$ cat src/rtl/mux_sched_pkg.sv
// Shared constants, state encoding and round-robin helpers for the mux16 scheduler.
package mux_sched_pkg;

    localparam int NCH       = 16;
    localparam int SELW      = 4;
    localparam int TIMEOUT_W = 16;

    typedef enum logic {
        S_IDLE = 1'b0,
        S_SEND = 1'b1
    } state_e;

    function automatic logic [NCH-1:0] onehot(input logic [SELW-1:0] sel);
        return NCH'(1) << sel;
    endfunction

    // First set request after 'base', wrapping; base itself has the lowest priority.
    function automatic logic [SELW-1:0] rr_pick(input logic [NCH-1:0]  r,
                                                input logic [SELW-1:0] base);
        logic [SELW-1:0] w;
        logic [SELW-1:0] idx;
        w = base;
        for (int i = NCH; i >= 1; i--) begin
            idx = base + SELW'(i);
            if (r[idx]) begin
                w = idx;
            end
        end
        return w;
    endfunction

endpackage

$ cat src/rtl/mux16_bus.sv
// DW-wide 16:1 data mux driven by the scheduler's registered select.
module mux16_bus
    import mux_sched_pkg::*;
#(
    parameter int DW = 1
) (
    input  logic [NCH*DW-1:0] data_i,
    input  logic [SELW-1:0]   sel_i,
    output logic [DW-1:0]     data_o
);

    assign data_o = data_i[sel_i*DW +: DW];

endmodule

$ cat src/rtl/mux16_rr_scheduler.sv
// Round-robin scheduler sharing one 16:1 mux output between 16 valid/ready requesters.
// Optional stall timeout abort enabled by defining MUX_SCHED_TIMEOUT_EN.
//   state  | meaning
//   S_IDLE | no word presented; arbitrate when en & |req
//   S_SEND | granted word presented on out_data, waiting for out_ready
module mux16_rr_scheduler
    import mux_sched_pkg::*;
#(
    parameter int DW      = 1,
    parameter int TIMEOUT = 255
) (
    input  logic              clk,
    input  logic              rst,
    input  logic              en,
    input  logic [NCH-1:0]    req,
    input  logic [NCH*DW-1:0] data_in,
    output logic [DW-1:0]     out_data,
    output logic              out_valid,
    input  logic              out_ready,
    output logic [SELW-1:0]   out_sel,
    output logic [NCH-1:0]    ack,
    output logic              busy,
    output logic              timeout_err
);

    if (TIMEOUT < 1 || TIMEOUT > 65535) begin : g_bad_timeout
        $error("mux16_rr_scheduler: TIMEOUT out of range 1..65535");
    end

    state_e          state_q, state_d;
    logic [SELW-1:0] sel_q,   sel_d;
    logic [SELW-1:0] last_q,  last_d;
    logic [NCH-1:0]  ack_q,   ack_d;
    logic            terr_q,  terr_d;
    logic [NCH-1:0]  req_others;
    logic [DW-1:0]   mux_data;

`ifdef MUX_SCHED_TIMEOUT_EN
    localparam logic [TIMEOUT_W-1:0] STALL_LAST = TIMEOUT_W'(TIMEOUT - 1);
    logic [TIMEOUT_W-1:0] stall_q, stall_d;
`endif

    // Requests competing for a back-to-back grant: the channel being served is excluded.
    assign req_others = req & ~onehot(sel_q);

    always_comb begin
        state_d = state_q;
        sel_d   = sel_q;
        last_d  = last_q;
        ack_d   = '0;
        terr_d  = 1'b0;
`ifdef MUX_SCHED_TIMEOUT_EN
        stall_d = stall_q;
`endif
        case (state_q)
            S_IDLE: begin
                if (en && |req) begin
                    sel_d   = rr_pick(req, last_q);
                    state_d = S_SEND;
`ifdef MUX_SCHED_TIMEOUT_EN
                    stall_d = '0;
`endif
                end
            end
            S_SEND: begin
                if (out_ready) begin
                    ack_d  = onehot(sel_q);
                    last_d = sel_q;
                    if (en && |req_others) begin
                        sel_d = rr_pick(req_others, sel_q);
`ifdef MUX_SCHED_TIMEOUT_EN
                        stall_d = '0;
`endif
                    end else begin
                        state_d = S_IDLE;
                    end
                end
`ifdef MUX_SCHED_TIMEOUT_EN
                else if (stall_q == STALL_LAST) begin
                    // Abort: the stalled channel counts as served so the next grant moves on.
                    state_d = S_IDLE;
                    last_d  = sel_q;
                    terr_d  = 1'b1;
                end else begin
                    stall_d = stall_q + 1'b1;
                end
`endif
            end
        endcase
    end

    always_ff @(posedge clk or posedge rst) begin
        if (rst) begin
            state_q <= S_IDLE;
            sel_q   <= '0;
            last_q  <= SELW'(NCH - 1);
            ack_q   <= '0;
            terr_q  <= 1'b0;
        end else begin
            state_q <= state_d;
            sel_q   <= sel_d;
            last_q  <= last_d;
            ack_q   <= ack_d;
            terr_q  <= terr_d;
        end
    end

`ifdef MUX_SCHED_TIMEOUT_EN
    always_ff @(posedge clk or posedge rst) begin
        if (rst) begin
            stall_q <= '0;
        end else begin
            stall_q <= stall_d;
        end
    end
    assign timeout_err = terr_q;
`else
    assign timeout_err = 1'b0;
`endif

    mux16_bus #(
        .DW (DW)
    ) u_bus (
        .data_i (data_in),
        .sel_i  (sel_q),
        .data_o (mux_data)
    );

    assign out_valid = (state_q == S_SEND);
    assign busy      = (state_q == S_SEND);
    assign out_sel   = sel_q;
    assign ack       = ack_q;
    assign out_data  = out_valid ? mux_data : '0;

endmodule

$ cat config.mk
export PLATFORM = sky130hd
export DESIGN_NAME = mux16_rr_scheduler
export DESIGN_NICKNAME = d
export VERILOG_FILES = /design/src/rtl/mux_sched_pkg.sv /design/src/rtl/mux16_bus.sv /design/src/rtl/mux16_rr_scheduler.sv
export SDC_FILE = /design/constraint.sdc
export NUM_CORES = 1
export LEC_CHECK = 0
export BUFFER_PORTS_ARGS = -buffer_cell sky130_fd_sc_hd__buf_2
export CAP_MARGIN = 10
export CORE_UTILIZATION = 40
export DETAILED_ROUTE_END_ITERATION = 16
export GPL_TIMING_DRIVEN = 1
export HOLD_SLACK_MARGIN = 0.15
export PLACE_DENSITY = 0.68
export SLEW_MARGIN = 20
export SYNTH_ARGS = -nofsm -noshare
export SYNTH_HDL_FRONTEND = slang
export SYNTH_SLANG_ARGS = --single-unit
$ cat constraint.sdc
create_clock -name clk -period 9.6 [get_ports clk]
set_clock_uncertainty 0.1 [all_clocks]
set_input_delay 0.96 -clock clk [delete_from_list [all_inputs] [get_ports clk]]
set_output_delay 0.96 -clock clk [all_outputs]
set_load 0.01 [all_outputs]
-- Word level (Yosys, flattened, before mapping)
Index checks and enable logic that the tools add are counted.
- flip-flop bits (word level): 25
- bits of input ports: 36
- logic and storage cells: 180
- add/sub/neg operators: 30
- $lt $le $gt $ge: 30
- equal/unequal tests: 4
- shift operators: 2
- muxes and demuxes: 101
- bitwise operators: 3
- reduce and logical (&&, ||, !) cells: 6
- operators by type and width (cell ; count):
    < comparator 4 x 5 -> 1 bit, second input constant ; 30
    two-way mux 4 bit ; 33
    binary-select mux 1 bit (select 4 bit) ; 30
    adder 4 bit, second input constant ; 16
    two-way mux 1 bit ; 34
    adder 4 x 3 -> 4 bit, second input constant ; 8
    two-way mux 16 bit ; 2
    OR reduction 16 bit ; 2
    adder 4 x 2 -> 4 bit, second input constant ; 4
    bitwise AND 16 bit ; 1
    inequality test 16 x 1 -> 1 bit, second input constant ; 1
    inverter 16 bit ; 1
    indexed part select 16 x 5 -> 1 bit ; 1
    left shift 1 x 4 -> 16 bit, first input constant ; 1
    adder 4 x 1 -> 4 bit, second input constant ; 2
    one-hot mux 4 bit (2 select lines) ; 1
    inequality test 2 bit, second input constant ; 2
    AND reduction 4 bit ; 1
    logical AND 1 bit ; 2
    inequality test 2 x 1 -> 1 bit, second input constant ; 1
    one-hot mux 1 bit (2 select lines) ; 1
    AND reduction 2 bit ; 1
    inverter 1 bit ; 1

-- Longest topological paths before layout
- depth in word-level cells: 23
- gate-level depth with buffers: 18

-- By module
From an unflattened synthesis, not the netlist that was laid out.
- cell total of the unflattened synthesis: 868
- area, all modules: 6970.4 µm²
- modules (own cells, without submodules) (module ; times used ; cells each ; area each (µm²)):
    mux16_rr_scheduler ; 1 ; 861 ; 6835.3
    mux16_bus ; 1 ; 7 ; 135.1

-- Least setup slack after synthesis
Ideal clock, no wire load.
- kind: register to register
- start point: register last_q[1]
- end point: register sel_q[0], in the netlist out_sel[0]
- data arrival time: 4257 ps
- setup slack: 5096 ps
- stages on the path, launching flop included: 17
- path buffers: 4
- period minus slack after synthesis: 4504 ps
- path through: dfstp_2 buf_2 buf_2 clkbuf_1 inv_1 ha_1 buf_1 mux4_2 mux2_2 inv_1 mux2i_1 nor3_1 o21ai_0 a211o_1 a311oi_1 xnor2_1 o221ai_1
- longest elaborated chain between the ends: 20
- RTL lines (element ; line ; source):
    from (decl) ; mux16_rr_scheduler.sv:32 ; logic [SELW-1:0] last_q, last_d;
    from (signal assigned) ; mux16_rr_scheduler.sv:96 ; last_q <= SELW'(NCH - 1);
    from (signal assigned) ; mux16_rr_scheduler.sv:102 ; last_q <= last_d;
    adder 4 bit ; mux_sched_pkg.sv:24 ; idx = base + SELW'(i);
    binary-select mux 1 bit (select 4 bit) ; mux_sched_pkg.sv:25 ; if (r[idx]) begin
    two-way mux 1 bit (implied by the code) ; mux_sched_pkg.sv:25 ;
    two-way mux 4 bit (14 in a row) ; mux_sched_pkg.sv:25 ;
    two-way mux 4 bit * ; mux_sched_pkg.sv:25 ;
    two-way mux 4 bit * ; mux16_rr_scheduler.sv:57 ; if (en && |req) begin
    one-hot mux 4 bit (2 select lines) * ; mux16_rr_scheduler.sv:55 ; case (state_q)
    to (signal assigned) ; mux16_rr_scheduler.sv:101 ; sel_q <= sel_d;
    to (decl) ; mux16_rr_scheduler.sv:31 ; logic [SELW-1:0] sel_q, sel_d;
Every way passes the cells marked *; elsewhere a longest branch is shown, timed or not. The select of a mux whose other input is x is not followed.
A chain may end at the register's enable or synchronous reset.

-- Worst setup path after layout
- start point: register sel_q[1], in the netlist out_sel[1]
- end point: register sel_q[0], in the netlist out_sel[0]
- longest elaborated chain between the ends: 22
- RTL lines (element):
    branches (longest 22 deep; another with adder 4 bit)
Several ways; the timed one is not identified. The select of a mux whose other input is x is not followed.

==> summary.md <==
| Metric | Value |
|---|---|
| Status | complete, no violations |
| Clk Latency, worst-skew pair | 0.27 ns |
| First-pass GRT wire length | between 30 and 40 mm |
| Number of cells produced by synthesis | ~820 |
| Cell family with most CP delay | buffers and inverters |
| Tcrit/Tclk final | 0.537 |
| Unique masters post-synth | 87 |
| Global route overflow | 0 |
| Slowest cell on crit path | clkinv_1 |
| Buf/Inv on CP | 3 |
| Hold-fix buffers, CTS | 0 |
| Die W | between 100 and 150 um |
| WP data required | about 9.7 ns |
| Largest family of logic cells by synthesized area | multiplexers |
| IO Pins | 60 |
| Compound-Gate Fraction of Synth Area | 0.233 |
| Post-synthesis async set-or-reset flop share | 1.00 |
| H-tree lvl count | 1 |
| Synth Register Bits | 25 |
| Number of global-route vias before repair | 6596 |
| CP cell instances | buf_4 > clkinv_1 > ha_1 > inv_1 > mux4_2 > o21ai_0 > mux2i_1 > and3_1 > a41oi_2 > nand3_1 > mux2_1 > o221ai_1 |
| Syn Area/Cell | between 8 and 9 sq um |
| Sequential share of the synthesized area | 0.0913 |
| Die area | 17800 sq um |
| DR pass1 iterations | 6 |
| Max-cap check violation count | 0 |
| Synth Area in Adders | 0.0344 |
| Min Clock Period, post-route | between 5 and 6 ns |
| CP endpoint kind | register |
| Slew HR | 0.359 |
| Setup CP Type | register to register |
| Simple-Gate Fraction of Synth Area | 0.212 |
| Slew of the pin with the lowest slew margin | ~0.96 ns |
| Area growth, synth to finish | 5.24% |
| Synth Flop Type | dfrtp_1 |
| Layout Nets | around 880 |
| Yosys top cell area share | 0.222 |
| Post-Synth XOR/XNOR Area | 0.0346 |
| DRC | 0 |
| CP max stage delay | around 0.73 ns |
| Post-synth top area cell | mux4_2 |
| HP Class | register to register |
| Clock root cell | clkbuf_16 |
| GR Util All Layers | 0.275 |
| Post-CTS setup buffer count | 0 |
| Startpoint type of the worst setup path | register |
| RSZ-0062 raised after global routing | false |
| Synth area leaders | mux4_2 22%, dfrtp_1 7.6%, mux2i_1 7.1%, nand2_1 5.1%, ha_1 3.4% |
| Largest net degree at the start of global routing | 70 |
| Final GP Congestion | ~1 |
| Setup TNS Final | 0 ns |
| CTS tree | built |
| Vias/cell | just under 7 |
| Routed WL per cell | between 20 and 25 um |
| Worst-case reg-to-reg path depth | 12 |
| Critical Path AT | approximately 5.2 ns |
| Initial DRC count | 1161 |
| Initial Util | 0.413 |
| Hold depth | 2 |
| Max Fclk | between 0.15 and 0.2 GHz |
| YS warnings | 0 |
| CP max FO | 28 |
| Core ar. | roughly 17000 sq um |
| Cell area after synthesis | ~6900 sq um |
| Post-CTS Resized | 0 |
| Rows | 47 |
| Final setup viols | 0 |
| CTS buffer count | 3 |
| CTS clock-pin slew for the worst setup and hold paths | 0.07 ns |
| ANT cells | 0 |
| EDFF count, synth | 0 |
| Sink Count | 25 |
| Post-DRT Antenna Nets | 0 |
| Fraction of layout cells with a size suffix above 1 | 0.239 |
| Vias | 7158 |
| WL final | roughly 24 mm |
| Final Max Tran Viols | 0 |
| Mux contribution to synthesized area | 0.324 |
| Final hold vios | 0 |
| Die H | 133 um |
| Port Buffers | between 50 and 60 |
| Syn nets | roughly 870 |
| Hpwl dp | ~18 mm |
| Initial antenna violation count | 0 |
| Maximum root-to-sink buffer count | 2 |
| Total stage count of the critical path | 12 |
==> cell usage in the layout, fill, tap and decap left out, types with 8 or more instances in the layout <==
cell type / count
a211oi_1: 9
a21oi_1: 32
a221oi_1: 12
a31oi_1: 15
and2_1: 21
buf_2: 58
buf_4: 10
dfrtp_1: 18
ha_1: 19
inv_1: 26
mux2_2: 18
mux2i_1: 49
mux4_2: 68
nand2_1: 93
nand2b_1: 13
nand3_1: 21
nand3b_1: 8
nor2_1: 63
nor2b_1: 15
nor3_1: 11
o211ai_1: 8
o21ai_0: 36
o22ai_1: 13
xnor2_1: 13
==> kinds of logic after synthesis <==
group | after synthesis
flip-flops | 25
buffers and inverters | 102
other | 1
AO/OA/AOI/OAI | 224
multiplexers | 136
AND/OR/NAND/NOR | 288
adder cells (fa/ha/maj) | 19
XOR/XNOR | 23
==> worst reg2reg max path, stage by stage (launching register included) <==
cell,delay (ns)
dfrtp_1,0.32
buf_4,0.35
clkinv_1,0.75
ha_1,0.59
inv_1,0.45
mux4_2,0.61
o21ai_0,0.54
mux2i_1,0.28
and3_1,0.28
a41oi_2,0.29
nand3_1,0.11
mux2_1,0.33
o221ai_1,0.07
==> metrics by stage <==
step / std cells / worst slack (ns) / utilization / instance area (sq um) / hold WS (ns)
final: 1039 / 4.44 / 0.435 / 7270 / 0.545
after global routing: 1039 / 4.03 / 0.435 / 7270 / 0.554
after CTS: 1039 / 4.48 / 0.435 / 7270 / 0.535
after detailed placement: 1035 / 4.50 / 0.430 / 7180 / 0.524
after global placement: 1035 / 4.58 / 0.430 / 7180 / 0.527
after floorplan: 818 / 5.10 / - / 6910 / 0.655
==> state kept, by name, indices dropped and copies added, names as in the netlist <==
| signal | count |
|---|---|
| last_q | 4 |
| out_sel | 4 |
| ack | 16 |
| busy | 1 |
==> path summary, 6_finish.rpt <==
check                           start         end  slack [ns]
setup / recovery           out_sel[1]  out_sel[0]        4.44
hold / removal              last_q[3]   last_q[3]        0.54
setup reg to reg           out_sel[1]  out_sel[0]        4.44
hold reg to reg             last_q[3]   last_q[3]        0.54
max in group asynchronous         rst   last_q[1]        8.45
min in group asynchronous         rst     ack[15]        0.64
==> metal layers <==
layer | GRT usage | vias up | share of wire
met1 | 0.383 | 3430 | 0.40
met3 | 0.0586 | 79 | 0.12
met2 | 0.424 | 509 | 0.45
met5 | 0 | - | 0
li1 | - | 3140 | -
met4 | 0.0846 | 0 | 0.033
==> cells in the mapped netlist (all sizes together) (15+ instances only) <==
master / number
nand3: 24
buf: 37
nor2b: 15
inv: 29
dfrtp: 21
nand2: 93
and2: 24
a31oi: 15
mux4: 68
ha: 19
mux2: 19
clkbuf: 34
o21ai: 39
mux2i: 49
a21oi: 32
nor2: 63
==> final cells by class <==
| class | count | area [sq um] |
|---|---|---|
| inverters | 31 | 116 |
| well taps | 220 | 275 |
| clock inverters | 1 | 8.76 |
| multi-input cells | 691 | 5790 |
| fillers | 1683 | 9430 |
| clock buffers | 3 | 75.1 |
| flip-flops and latches | 25 | 634 |
| repair buffers | 68 | 365 |
Power is left out: the tool's default activity adds up to more than one toggle a clock period on the data nets, which glitch-free logic cannot reach.
